File: src/rtl/accum_warp_looper.sv
// accum_warp_looper: walks an accumulation range [beg,end) in warp-sized
// tiles, odometer order (dim VDIM-1 innermost). It emits one warp descriptor
// per tile over a ready/ack handshake and pulses blkdone_dval once the block
// is finished.

package TauCfg;
    localparam int unsigned WORK_BW = 16;
    localparam int unsigned VDIM    = 2;
    localparam int unsigned N_ICFG  = 15;
endpackage

module accum_warp_looper #(
    parameter int unsigned WBW  = TauCfg::WORK_BW,
    parameter int unsigned VDIM = TauCfg::VDIM,
    parameter int unsigned IDBW = $clog2(TauCfg::N_ICFG + 1)
) (
    input  logic                      i_clk,
    input  logic                      i_rst,
    input  logic                      src_rdy,
    output logic                      src_ack,
    input  logic [VDIM-1:0][WBW-1:0]  i_bofs,
    input  logic [VDIM-1:0][WBW-1:0]  i_aofs_beg,
    input  logic [VDIM-1:0][WBW-1:0]  i_aofs_end,
    input  logic [IDBW-1:0]           i_id_beg,
    input  logic [IDBW-1:0]           i_id_end,
    input  logic [VDIM-1:0][WBW-1:0]  i_wstep,
    output logic                      dst_rdy,
    input  logic                      dst_ack,
    output logic [VDIM-1:0][WBW-1:0]  o_bofs,
    output logic [VDIM-1:0][WBW-1:0]  o_wofs_beg,
    output logic [VDIM-1:0][WBW-1:0]  o_wofs_end,
    output logic [IDBW-1:0]           o_id_beg,
    output logic [IDBW-1:0]           o_id_end,
    output logic                      o_islast,
    output logic                      blkdone_dval
);

    typedef enum logic [1:0] {
        S_IDLE = 2'd0,
        S_RUN  = 2'd1,
        S_FIN  = 2'd2
    } state_e;

    state_e                    state_q;
    logic [VDIM-1:0][WBW-1:0]  bofs_q;
    logic [VDIM-1:0][WBW-1:0]  beg_q;
    logic [VDIM-1:0][WBW-1:0]  end_q;
    logic [VDIM-1:0][WBW-1:0]  cur_q;
    logic [VDIM-1:0][WBW-1:0]  wend_q;
    logic [IDBW-1:0]           id_beg_q;
    logic [IDBW-1:0]           id_end_q;
    logic                      last_q;
    logic                      dst_rdy_q;
    logic                      blkdone_q;

    logic [VDIM-1:0][WBW-1:0]  step_c;
    logic [VDIM-1:0][WBW-1:0]  nxt_cur_c;
    logic [VDIM-1:0][WBW-1:0]  ld_cur_c;
    logic [VDIM-1:0][WBW-1:0]  ld_end_c;
    logic [VDIM-1:0][WBW-1:0]  ld_wend_c;
    logic                      ld_last_c;
    logic                      any_empty_c;
    logic                      carry_c;
    logic [WBW:0]              adv_sum_c;
    logic [WBW:0]              ld_sum_c;

    // Requests are only acknowledged in IDLE and never while reset is held.
    assign src_ack = src_rdy && (state_q == S_IDLE) && !i_rst;

    assign dst_rdy      = dst_rdy_q;
    assign blkdone_dval = blkdone_q;
    assign o_bofs       = bofs_q;
    assign o_wofs_beg   = cur_q;
    assign o_wofs_end   = wend_q;
    assign o_id_beg     = id_beg_q;
    assign o_id_end     = id_end_q;
    assign o_islast     = last_q;

    // Effective per-dim step: a zero step behaves as a unit step.
    always_comb begin
        step_c = '0;
        for (int d = 0; d < int'(VDIM); d++) begin
            step_c[d] = (i_wstep[d] == '0) ? WBW'(1) : i_wstep[d];
        end
    end

    // Odometer advance of the cursor; sums are taken one bit wider so they never wrap.
    always_comb begin
        nxt_cur_c = cur_q;
        carry_c   = 1'b1;
        adv_sum_c = '0;
        for (int d = int'(VDIM) - 1; d >= 0; d--) begin
            adv_sum_c = {1'b0, cur_q[d]} + {1'b0, step_c[d]};
            if (carry_c) begin
                if (adv_sum_c >= {1'b0, end_q[d]}) begin
                    nxt_cur_c[d] = beg_q[d];
                end else begin
                    nxt_cur_c[d] = adv_sum_c[WBW-1:0];
                    carry_c      = 1'b0;
                end
            end
        end
    end

    // Descriptor for the cursor about to be loaded: clamped tile end and last flag.
    always_comb begin
        ld_cur_c    = (state_q == S_IDLE) ? i_aofs_beg : nxt_cur_c;
        ld_end_c    = (state_q == S_IDLE) ? i_aofs_end : end_q;
        ld_wend_c   = '0;
        ld_last_c   = 1'b1;
        ld_sum_c    = '0;
        any_empty_c = 1'b0;
        for (int d = 0; d < int'(VDIM); d++) begin
            ld_sum_c = {1'b0, ld_cur_c[d]} + {1'b0, step_c[d]};
            if (ld_sum_c >= {1'b0, ld_end_c[d]}) begin
                ld_wend_c[d] = ld_end_c[d];
            end else begin
                ld_wend_c[d] = ld_sum_c[WBW-1:0];
                ld_last_c    = 1'b0;
            end
            if (i_aofs_beg[d] >= i_aofs_end[d]) begin
                any_empty_c = 1'b1;
            end
        end
    end

    // Control FSM with registered descriptor outputs.
    always_ff @(posedge i_clk or posedge i_rst) begin
        if (i_rst) begin
            state_q   <= S_IDLE;
            bofs_q    <= '0;
            beg_q     <= '0;
            end_q     <= '0;
            cur_q     <= '0;
            wend_q    <= '0;
            id_beg_q  <= '0;
            id_end_q  <= '0;
            last_q    <= 1'b0;
            dst_rdy_q <= 1'b0;
            blkdone_q <= 1'b0;
        end else begin
            case (state_q)
                S_IDLE: begin
                    if (src_ack) begin
                        bofs_q   <= i_bofs;
                        beg_q    <= i_aofs_beg;
                        end_q    <= i_aofs_end;
                        id_beg_q <= i_id_beg;
                        id_end_q <= i_id_end;
                        if (any_empty_c) begin
                            state_q   <= S_FIN;
                            blkdone_q <= 1'b1;
                        end else begin
                            state_q   <= S_RUN;
                            dst_rdy_q <= 1'b1;
                            cur_q     <= ld_cur_c;
                            wend_q    <= ld_wend_c;
                            last_q    <= ld_last_c;
                        end
                    end
                end
                S_RUN: begin
                    if (dst_ack) begin
                        if (last_q) begin
                            state_q   <= S_FIN;
                            dst_rdy_q <= 1'b0;
                            blkdone_q <= 1'b1;
                            last_q    <= 1'b0;
                        end else begin
                            cur_q  <= ld_cur_c;
                            wend_q <= ld_wend_c;
                            last_q <= ld_last_c;
                        end
                    end
                end
                S_FIN: begin
                    state_q   <= S_IDLE;
                    blkdone_q <= 1'b0;
                end
                default: begin
                    state_q   <= S_IDLE;
                    dst_rdy_q <= 1'b0;
                    blkdone_q <= 1'b0;
                end
            endcase
        end
    end

endmodule

File: config.mk
export PLATFORM = sky130hd
export DESIGN_NAME = accum_warp_looper
export DESIGN_NICKNAME = d
export VERILOG_FILES = /design/src/rtl/accum_warp_looper.sv
export SDC_FILE = /design/constraint.sdc
export NUM_CORES = 1
export LEC_CHECK = 0
export ABC_AREA = 1
export CAP_MARGIN = 20
export CORE_UTILIZATION = 46
export CTS_CLUSTER_DIAMETER = 30
export CTS_CLUSTER_SIZE = 20
export DETAILED_ROUTE_END_ITERATION = 16
export HOLD_SLACK_MARGIN = 0.02
export PLACE_DENSITY = 0.79
export SLEW_MARGIN = 0
export SYNTH_ARGS = -nofsm -noshare
export SYNTH_HDL_FRONTEND = slang
export SYNTH_SLANG_ARGS = --single-unit
File: constraint.sdc
create_clock -name i_clk -period 18 [get_ports i_clk]
set_clock_uncertainty 0.15 [all_clocks]
set_input_delay 1.8 -clock i_clk [delete_from_list [all_inputs] [get_ports i_clk]]
set_output_delay 1.8 -clock i_clk [all_outputs]
set_load 0.05 [all_outputs]
======== Yosys cells after proc, flatten, opt, wreduce, memory -nomap -nowiden ========
Cells that the tools add are included.
word-level totals
  output and inout bits ................... 108
  input bits .............................. 140
  logic and storage cells ................. 92
  register bits after elaboration ......... 173
operators by class
  bitwise operators ....................... 1
  add/subtract/negate cells ............... 4
  reductions and logical operators ........ 13
  $lt $le $gt $ge ......................... 6
  equal/unequal tests ..................... 8
  muxes and demuxes ....................... 44
operators by type and width
  kind                                                              count
  32-bit 2-to-1 mux                                                 10
  32-bit case mux with 2 select lines                               2
  16-bit 2-to-1 mux                                                 7
  16-bit by 16-bit adder with 17-bit output                         4
  17-bit by 16-bit >= comparator with 1-bit output                  4
  16-bit >= comparator                                              2
  16-bit zero test                                                  2
  1-bit 2-to-1 mux                                                  17
  2-bit inequality test (second input constant)                     6
  5-bit AND reduction                                               2
  2-bit 2-to-1 mux                                                  4
  4-bit AND reduction                                               2
  1-bit case mux with 2 select lines                                2
  2-bit case mux with 2 select lines                                1
  1-bit case mux with 3 select lines                                1
  3-bit AND reduction                                               1
  2-bit by 1-bit == test with 1-bit output (second input constant)  1
  2-bit == test (second input constant)                             1
  1-bit logical AND                                                 2
  2-bit zero test                                                   1
  2-bit AND reduction                                               1
  2-bit nonzero test                                                1
  1-bit zero test                                                   1
  1-bit NOT                                                         1

======== Logic depth before layout (Yosys ltp) ========
  depth in word-level cells ............... 14
  depth in mapped cells ................... 55
  mapped depth without buffers ............ 54

======== Least setup slack after synthesis ========
OpenSTA, ideal clock, no wires.
  kind .................................... input to output
  start point ............................. input i_rst
  end point ............................... output src_ack
  arrival ................................. 7169 ps
  buffers on the path ..................... 1
  cell stages on the path ................. 4
  path slack .............................. 8881 ps
  required time ........................... 16050 ps
  cell sequence ........................... inv_1 -> nand3_1 -> inv_1 -> clkbuf_1
between the ends
  cells in the longest elaborated chain, start to end .. 2
RTL lines
  what                              line  text
  start: declaration                18    input logic i_rst,
  1-bit zero test (no source line)  --
  1-bit logical AND                 68    assign src_ack = src_rdy && (state_q == S_IDLE) && !i_rst;
  end: declaration                  20    output logic src_ack,
No other way between the ends.

==> out/summary.txt <==
Port Buffers: 247
Synthesized net count: 2277
Final Max Slew Viols: 0
Routed WL per cell: 17.47 um
Syn Area/Cell: 6.908 sq um
Non-Filler Instances: 2569
Slowest cell delay on critical path: 0.91 ns
Cells on Worst Hold Path: 2
R2r endpoint: o_wofs_end[15]$_DFFE_PP0P_
TritonCTS clock tree: yes
Post-synthesis cell type count: 52
Area Overhead vs Synth: 24.24%
Crit path DAT: 11.49 ns
Maximum clock rate: 0.08848 GHz
Post_cts resized: 0
Layout cells sized above 1: 3.890%
Synth top area cells: dfrtp_1 32%, nand2_1 19%, ha_1 14%
Number of buffers inserted to repair setup after CTS: 0
Setup violators final: 0
Die outline width: 174.6 um
Final #Nets: 2466
Setup Total Neg Slack: 0 ns
Hold WC Path Type: reg -> reg
CP max FO: 37
Die Area: 30470 sq um
R2R Setup Slk: 8.78 ns
Status: finished, final reports clean
Cells after Synth: 1983
Total global routing overflow: 0
Worst-skew pair later-pin latency: 0.45 ns
Io pins: 248
GRT Util Overall: 29.60%
Multi-input logic area: 8160 sq um
Via-to-Cell Ratio: 5.406
Drc violations: 0
Starting density of the core: 47.21%
Max cap viols: 0
Min Tclk post-route: 11.30 ns
Total CTS buffers: 17
Leading area contributor after synthesis: dfrtp_1
Register-to-Register Path Depth: 45
Measured slew at the worst slew-check pin: 1.053 ns
CP Launch Type: input pin
Synth Cell Area: 13700 sq um
Drt first pass iters: 6
Hold path startpoint: o_wofs_end[9]$_DFFE_PP0P_
WS Path Type: in -> reg
Final GP Congestion: 0.9779
Req. time, crit path: 18.18 ns
Most frequent cells in the layout: 706 x nand2_1, 247 x clkdlybuf4s50_1, 230 x inv_1
# fillers: 2674
CTS H-tree lvls: 4
Core box area: 29010 sq um
Via Count: 13888
Post-DP HPWL: 35370 um
Total wire length: 44890 um
Iter 0 DRT Violations: 1553
Register Area: 4329 sq um
Initial antenna violation count: 0
Yosys reg bits: 173
First-pass GRT wire length: 70880 um
Vias in the first global route: 13005
Hold Fails Final Rpt: 0
CP max-delay cell: inv_1
RSZ-0062 raised after global routing: no
Placed Cells: 2537
Hold_buf cts: 0
Final Cycle Share: 62.79%
N_diodes: 0
Yosys Warn Count: 0
Most numerous cell on the critical path: nand2_1
Sequential share of the synthesized area: 31.60%
Largest net degree at the start of global routing: 96
Slew headroom: 29.04%
Post-route ant nets: 0
CTS sink count: 173
Commonest non-fill, non-tap cell in the layout: nand2_1
CTS root buf: clkbuf_16
FF-to-FF Start: o_wofs_beg[17]$_DFFE_PP0P_
Die height: 174.6 um
Area share of the largest cell type after synthesis: 31.60%
Rows: 62
Worst hold margin: 0.3292 ns
Hold Path Sink: o_wofs_end[9]$_DFFE_PP0P_
Setup crit end kind: flip-flop
Clock slew at reported path FFs: 0.08 ns
CTS Buffer Depth: 2
synth_stat cells (all sizes together):
master	number
a2111oi	2
a211o	1
a211oi	7
a21boi	5
a21o	6
a21oi	110
a221oi	2
a31o	1
a31oi	7
a41o	2
and2	2
and3b	1
buf	13
clkbuf	72
clkinv	3
dfrtp	173
fa	4
ha	150
inv	235
nand2	715
nand3	80
nand3b	10
nand4	26
nor2	85
nor3	11
nor4	11
o2111ai	1
o211ai	6
o21a	5
o21ai	189
o21bai	9
o221a	1
o22ai	1
o41ai	1
or2	1
xnor2	15
xor2	20
logic make-up (layout without fill, tap and decap cells):
group	after synthesis	after routing	synth area share (%)
AOI/OAI and AO/OA	356	356	14.55
xor gates and xnor gates	35	35	2.238
adders and majority gates	154	154	14.29
buffers and inverters	323	525	9.052
DFF	173	173	31.60
and+or+nand+nor	942	942	28.27
stage by stage:
stage	worst slack (ns)	area, sq um	utilization, %
floorplan	8.881	13700	-
global placement	6.769	16400	56.53
detailed placement	6.483	16400	56.53
CTS	6.894	17020	58.66
global route	5.926	17020	58.66
finish	6.698	17020	58.66
layout make-up:
| type | instances | share of cell area, % |
|---|---|---|
| clock inverters | 15 | 1.132 |
| well taps | 384 | 2.823 |
| inverters | 238 | 5.279 |
| multi-input cells | 1487 | 47.95 |
| flip-flops and latches | 173 | 25.44 |
| repair buffers | 255 | 14.88 |
| clock buffers | 17 | 2.500 |
worst max path at each step:
stage	startpoint	to	depth (start not counted)
floorplan	i_rst	src_ack	4
global placement	i_wstep[28]	o_wofs_end[15]$_DFFE_PP0P_	47
detailed placement	i_wstep[28]	o_wofs_end[15]$_DFFE_PP0P_	47
CTS	i_wstep[28]	o_wofs_end[15]$_DFFE_PP0P_	47
global route	i_wstep[28]	o_wofs_end[9]$_DFFE_PP0P_	48
finish	i_wstep[28]	o_wofs_end[15]$_DFFE_PP0P_	48
metal layers:
layer / global-route usage, % / vias to the layer above / routed length [um]
met2: 44.07 / 613 / 19160
met1: 44.40 / 6434 / 21300
li1: - / 6797 / -
met5: 0 / - / 0
met3: 5.468 / 44 / 3925
met4: 5.978 / 0 / 511
registers in the layout (all words and copies together), names as in the netlist:
name	flops
beg_q	32
blkdone_dval	1
dst_rdy	1
end_q	32
o_bofs	32
o_id_beg	4
o_id_end	4
o_islast	1
o_wofs_beg	32
o_wofs_end	32
state_q	2
critical path: cells and delay by family:
kind	cells	cell delay [ns]
xor+xnor	2	0.49
compound gates	17	3.26
buf+inv	7	1.83
simple gates	18	2.90
fa+ha+maj	4	1.14
Power is not shown: default switching activity piles up to over one toggle a cycle in this logic, so the estimate is an artifact.
